--- src/rtl/axi_i2s_transmitter.sv ---
`timescale 1ns/1ps
// axi_i2s_transmitter
//   Turns an AXI-Stream of stereo sample pairs (left beat, then right beat
//   marked with tlast) into a standard I2S serial stream. The I2S bit clock
//   and word select come from outside, are asynchronous, and are resampled
//   in the AXIS clock domain.
//
// Ports
//   s_axis_aclk      system clock, all logic on its rising edge
//   s_axis_aresetn   asynchronous active-low reset
//   s_axis_tvalid    AXIS beat valid
//   s_axis_tdata     one signed audio sample, sent MSB first
//   s_axis_tlast     marks the right-channel beat of a pair
//   s_axis_tready    AXIS beat ready
//   bclk             external I2S bit clock (<= aclk/8)
//   lrclk            external I2S word select, 0 = left, 1 = right
//   sdata_out        I2S serial data, updated shortly after bclk falls
module axi_i2s_transmitter #(
    parameter int C_S_AXIS_TDATA_WIDTH = 32
) (
    input  logic                            s_axis_aclk,
    input  logic                            s_axis_aresetn,
    input  logic                            s_axis_tvalid,
    input  logic [C_S_AXIS_TDATA_WIDTH-1:0] s_axis_tdata,
    input  logic                            s_axis_tlast,
    output logic                            s_axis_tready,
    input  logic                            bclk,
    input  logic                            lrclk,
    output logic                            sdata_out
);
    localparam int W = C_S_AXIS_TDATA_WIDTH;

    // bclk: two synchronizer flops plus one history flop for edge detection
    logic [2:0]   bclk_sync_q,  bclk_sync_d;
    logic [1:0]   lrclk_sync_q, lrclk_sync_d;
    logic         ws_cap_q,     ws_cap_d;
    logic         ws_prev_q,    ws_prev_d;
    logic [W-1:0] shift_q,      shift_d;
    logic [W-1:0] hold_q,       hold_d;
    logic [W-1:0] pend_l_q,     pend_l_d;
    logic [W-1:0] pend_r_q,     pend_r_d;
    logic         pend_l_full_q, pend_l_full_d;
    logic         pend_r_full_q, pend_r_full_d;
    logic         exp_r_q,      exp_r_d;   // next beat expected is right
    logic         run_q,        run_d;     // keeps tready low until out of reset

    logic bclk_rise, bclk_fall, word_start, axis_xfer;

    assign bclk_rise  = bclk_sync_q[1] & ~bclk_sync_q[2];
    assign bclk_fall  = ~bclk_sync_q[1] & bclk_sync_q[2];
    assign word_start = bclk_fall & (ws_cap_q != ws_prev_q);

    assign s_axis_tready = run_q & (exp_r_q ? ~pend_r_full_q : ~pend_l_full_q);
    assign axis_xfer     = s_axis_tvalid & s_axis_tready;
    assign sdata_out     = shift_q[W-1];

    always_comb begin
        bclk_sync_d   = {bclk_sync_q[1:0], bclk};
        lrclk_sync_d  = {lrclk_sync_q[0], lrclk};
        run_d         = 1'b1;
        ws_cap_d      = ws_cap_q;
        ws_prev_d     = ws_prev_q;
        shift_d       = shift_q;
        hold_d        = hold_q;
        pend_l_d      = pend_l_q;
        pend_r_d      = pend_r_q;
        pend_l_full_d = pend_l_full_q;
        pend_r_full_d = pend_r_full_q;
        exp_r_d       = exp_r_q;

        if (bclk_rise) begin
            ws_cap_d = lrclk_sync_q[1];
        end

        if (bclk_fall) begin
            ws_prev_d = ws_cap_q;
            if (word_start) begin
                if (!ws_cap_q) begin
                    // Left word: a frame only carries data when the whole pair
                    // is present, so L and R always leave together.
                    if (pend_l_full_q && pend_r_full_q) begin
                        shift_d       = pend_l_q;
                        hold_d        = pend_r_q;
                        pend_l_full_d = 1'b0;
                        pend_r_full_d = 1'b0;
                    end else begin
                        shift_d = '0;
                        hold_d  = '0;
                    end
                end else begin
                    shift_d = hold_q;
                    hold_d  = '0;
                end
            end else begin
                // Zero fill: long half-frames pad with zeros after the LSB.
                shift_d = {shift_q[W-2:0], 1'b0};
            end
        end

        // Applied after the load so a beat landing in the same cycle survives.
        if (axis_xfer) begin
            if (s_axis_tlast) begin
                pend_r_d      = s_axis_tdata;
                pend_r_full_d = 1'b1;
                exp_r_d       = 1'b0;
            end else begin
                pend_l_d      = s_axis_tdata;
                pend_l_full_d = 1'b1;
                exp_r_d       = 1'b1;
            end
        end
    end

    always_ff @(posedge s_axis_aclk or negedge s_axis_aresetn) begin
        if (!s_axis_aresetn) begin
            bclk_sync_q   <= '0;
            lrclk_sync_q  <= '0;
            ws_cap_q      <= 1'b0;
            ws_prev_q     <= 1'b0;
            shift_q       <= '0;
            hold_q        <= '0;
            pend_l_q      <= '0;
            pend_r_q      <= '0;
            pend_l_full_q <= 1'b0;
            pend_r_full_q <= 1'b0;
            exp_r_q       <= 1'b0;
            run_q         <= 1'b0;
        end else begin
            bclk_sync_q   <= bclk_sync_d;
            lrclk_sync_q  <= lrclk_sync_d;
            ws_cap_q      <= ws_cap_d;
            ws_prev_q     <= ws_prev_d;
            shift_q       <= shift_d;
            hold_q        <= hold_d;
            pend_l_q      <= pend_l_d;
            pend_r_q      <= pend_r_d;
            pend_l_full_q <= pend_l_full_d;
            pend_r_full_q <= pend_r_full_d;
            exp_r_q       <= exp_r_d;
            run_q         <= run_d;
        end
    end

endmodule

--- config.mk ---
export PLATFORM = sky130hd
export DESIGN_NAME = axi_i2s_transmitter
export DESIGN_NICKNAME = d
export VERILOG_FILES = /design/src/rtl/axi_i2s_transmitter.sv
export SDC_FILE = /design/constraint.sdc
export NUM_CORES = 1
export LEC_CHECK = 0
export CAP_MARGIN = 30
export CORE_MARGIN = 1.5
export CORE_UTILIZATION = 40
export CTS_BUF_LIST = sky130_fd_sc_hd__clkbuf_4 sky130_fd_sc_hd__clkbuf_8 sky130_fd_sc_hd__clkbuf_16
export CTS_CLUSTER_SIZE = 10
export DETAILED_ROUTE_END_ITERATION = 12
export GPL_ROUTABILITY_DRIVEN = 0
export PLACE_DENSITY_LB_ADDON = 0.3
export SYNTH_ARGS = -nofsm -noshare
export SYNTH_HDL_FRONTEND = slang
export SYNTH_SLANG_ARGS = --single-unit
export TNS_END_PERCENT = 100
--- constraint.sdc ---
create_clock -name s_axis_aclk -period 3.6 [get_ports s_axis_aclk]
set_input_delay 0.54 -clock s_axis_aclk [delete_from_list [all_inputs] [get_ports s_axis_aclk]]
set_output_delay 0.54 -clock s_axis_aclk [all_outputs]
set_load 0.1 [all_outputs]
# == After elaboration in Yosys (flattened, before gate mapping) ==
# Cells that the tools add are included.
# W data, S select, Z words.
# totals
out_inout_bits,2
in_bits,38
wordCells,46
ff_bits,139
# classes
reduce_logical,4
mux,19
n_bitwise,10
eq_ne,1
# op_table
cell,n
$mux W32,5
$mux W1,14
$reduce_and A2 Y1,3
$and A1 B1 Y1,5
$not A1 Y1,5
$logic_and A1 B1 Y1,1
$ne A1 B1 Y1,1

# == Logic depth before layout (Yosys ltp) ==
# logic_depth
ltp_word,7
mapped_depth,6
depth_no_buf,3

# == Worst setup path before layout ==
# No wires, ideal clock.
# synth_path
kind,reg-to-output
from,register pend_r_full_q
to,output s_axis_tready
required_time_ns,3.060
path_buffers,1
path_stages_with_launch,4
path_slack_ns,1.650
t_arrival_ns,1.410
cell_sequence,dfrtp_1 -> buf_2 -> mux2i_1 -> and2_1
# synth_via
elab_chain_cells,3
# synth_lines
item,line,rtl
"start, declared",43,"logic pend_r_full_q, pend_r_full_d;"
"start signal, assigned",138,pend_r_full_q <= pend_r_full_d;
$not A1 Y1,53,assign s_axis_tready = run_q & (exp_r_q ? ~pend_r_full_q : ~pend_l_full_q);
$mux W1,53,
$and A1 B1 Y1,53,
"end, declared",26,"output logic s_axis_tready,"
# Every way passes these cells.

# == Worst setup path after layout ==
# Same ends and word-level chain as after synthesis.

==> run_results.csv <==
group,metric,value,unit
outcome,status,"finished with violations",
outcome,violations,"design-rule violations",
min_path,hold_path.class,"primary input to async pin",
clock_tree,clock_latency,0.42,ns
routing,vias,4061,
clock_tree,clock-sinks,139,
die,dieArea,15800,um^2
critical_path,critical_path.startpoint_type,"flip-flop",
clock_tree,postCtsResizedCells,0,
critical_path,required,3.06,ns
synth,synthCells,528,
timing,min_period,2.51,ns
global_route,grt_max_degree,103,
global_route,grt_pass1_wl,22000,um
power,p_clk_share,31.5,%
clock_tree,root_buffer,"clkbuf_16",
synth,synth_nets,566,
die,die_h,126,um
layout,layout_common_cells,"139 x dfrtp_1, 64 x mux2_1, 52 x o21ai_0, 37 x clkdlybuf4s50_1, 36 x nand2_1",
critical_path,rrSetupSlack,1.30,ns
timing,drv_slew,0,
critical_path,r2r-start,"ws_cap_q$_DFFE_PN0P_",
routing,drc,1,
layout,fillers,1306,
synth,synth-main-ff-cell,"dfrtp_1",
critical_path,critPathCaptureType,"output pin",
synth,synth-async-reset-ratio,100,%
power,ir_drop,385,uV
die,die_width,126,um
clock_tree,cts_made_buffers,17,
synth,ys_warn_count,0,
die,ios,40,
timing,finalHoldViolCount,0,
clock_tree,ctsHoldBuffers,0,
routing,final_antenna_net_count,0,
layout,final-seq-area,3480,um^2
synth,synth_area_leaders,"dfrtp_1 58%, mux2_1 12%, a221o_1 5.1%, o21ai_0 4.3%, o31ai_1 4.0%",
layout,nNetsFinal,592,
global_route,grt-ovfl-total,0,
clock_tree,cts_tree,"done",
power,power_density,798,nW/um^2
synth,netlist.area_leader.share,57.7,%
global_route,grt_pass1_vias,4295,
run,maxCapViolations,0,
synth,ys_seq_elements,139,
routing,routed_wl,12700,um
power,p_seq_share,44.9,%
timing,finalCritPeriodShare,69.8,%
timing,setup_viol,0,
timing,max_slew.worst_pin.slew,0.960,ns
timing,slew_headroom,35.8,%
clock_tree,post_cts.repair.setup_buffers,0,
power,p_int,0.00398,W
routing,firstDrtPassIters,8,
synth,synth_largest_area_cell,"dfrtp_1",
routing,via_per_inst,5.41,
routing,first_iter_violations,291,
die,fp-row-count,44,
layout,final_common_cell,"dfrtp_1",
critical_path,crit_end,"s_axis_tready",
timing,grt_setup_unrepaired,"false",
clock_tree,cts_buffer_depth,2,
die,fp.coreArea,14600,um^2
clock_tree,cts.htree.levels,4,
timing,clock.fmax,398,MHz
layout,n_antenna_cell,0,
critical_path,path_max_fanout,20,
power,p_switching,0.00177,W
critical_path,r2r-end,"shift_q[0]$_DFFE_PN0N_",
placement,port_buffers,39,
layout,drive_gt1_share,9.35,%
power,leakage,3.19,nW
global_route,grtUsageTotal,17.5,%
synth,synth_area_per_cell,11.4,um^2
power,power_frac_comb,23.6,%
critical_path,critPathKind,"flip-flop to output pin",
clock_tree,clk_transition_reported_paths,0.06,ns
critical_path,r2r_cells,5,
placement,hpwl,7570,um
synth,syn_area,6030,um^2
synth,synthDistinctLibCells,27,
routing,detail_route.wl_per_cell,16.9,um
synth,ys_seq_area_share,57.7,%
synth,synth_edf_count,0,
layout,area_growth_syn_to_layout,19.4,%
timing,tns,0,ns
critical_path,critPathLaunch,"pend_r_full_q$_DFF_PN0_",
global_route,antenna_found_initial,0,
layout,multi_input_area,2250,um^2
timing,fin_worst_skew,0.00699,ns
layout,post-route-util,49.2,%
power,swShare,30.8,%
critical_path,critPathArrivalTime,1.97,ns
die,initial_utilization,41.2,%
==> worst max-delay path: stages (launching register included) <==
cell,delay [ns]
dfrtp_1,0.85
mux2i_1,0.24
and2_1,0.23
buf_4,0.23
==> worst min path at each step <==
stage                           endpoint  depth (start not counted)
3_5_place_dp    bclk_sync_q[1]$_DFF_PN0_                          0
5_1_grt         pend_l_q[27]$_DFFE_PN0P_                          1
2_1_floorplan   bclk_sync_q[0]$_DFF_PN0_                          0
6_report        pend_l_q[26]$_DFFE_PN0P_                          1
3_3_place_gp   lrclk_sync_q[1]$_DFF_PN0_                          0
4_1_cts         pend_r_q[29]$_DFFE_PN0P_                          1
==> cell families (layout without fill, tap and decap cells) <==
logic type	Yosys count	in the layout	share of synthesized area [%]
XOR/XNOR	1	1	0.145
multiplexers	66	66	12.3
AND/OR/NAND/NOR	112	112	9.53
flip-flops	139	139	57.7
buffers and inverters	78	117	5.23
AO/OA/AOI/OAI	131	131	15.0
other	1	1	0.0622
==> power groups by stage <==
stage	clock network, W	registers (W)	logic (W)
final	0.00181	0.00258	0.00136
after detailed placement	0	0.00259	0.00136
after global placement	0	0.00257	0.00132
after floorplan	0	0.00244	0.00106
after CTS	0.00185	0.00258	0.00138
after global routing	0.00191	0.00267	0.00153
==> cells in the mapped netlist (all sizes together), types with 3 or more instances <==
library cell  count
nor2b             3
o21ai            64
nand3            33
buf              15
dfrtp           139
a221o            31
and2             33
inv              33
clkbuf           30
mux2             65
o31ai            32
nand2            36
==> flip-flops by register name (all words and copies together) (netlist names) <==
register and count:
pend_r_full_q 1, run_q 1, ws_prev_q 1, ws_cap_q 1
lrclk_sync_q 2, pend_l_q 32, shift_q 32, hold_q 32
pend_l_full_q 1, bclk_sync_q 3, pend_r_q 32, exp_r_q 1
==> metal layers <==
metal	routed length [um]	track usage (%)
met4	162	6.42
met5	0	0
met3	520	4.80
met1	6000	23.1
met2	6050	27.8
==> through the flow <==
stage	total power (W)	hold slack (ns)	instances	worst slack, ns	cell area (um^2)
2_1_floorplan	0.00349	0.244	528	1.65	6030
3_3_place_gp	0.00388	0.336	719	1.35	6570
3_5_place_dp	0.00395	0.343	719	1.29	6570
4_1_cts	0.00580	0.266	751	1.07	7200
5_1_grt	0.00610	0.319	751	0.950	7200
6_report	0.00575	0.235	751	1.09	7200
==> area by class of cell <==
| cell class | count | area share [%] |
|---|---|---|
| Clock inverter | 10 | 1.93 |
| Multi-Input combinational cell | 311 | 31.3 |
| Sequential cell | 139 | 48.3 |
| Tap cell | 184 | 3.20 |
| Timing Repair Buffer | 52 | 6.76 |
| Clock buffer | 22 | 6.78 |
| Inverter | 33 | 1.72 |
Note: power is estimated with default switching activity, not from simulation.
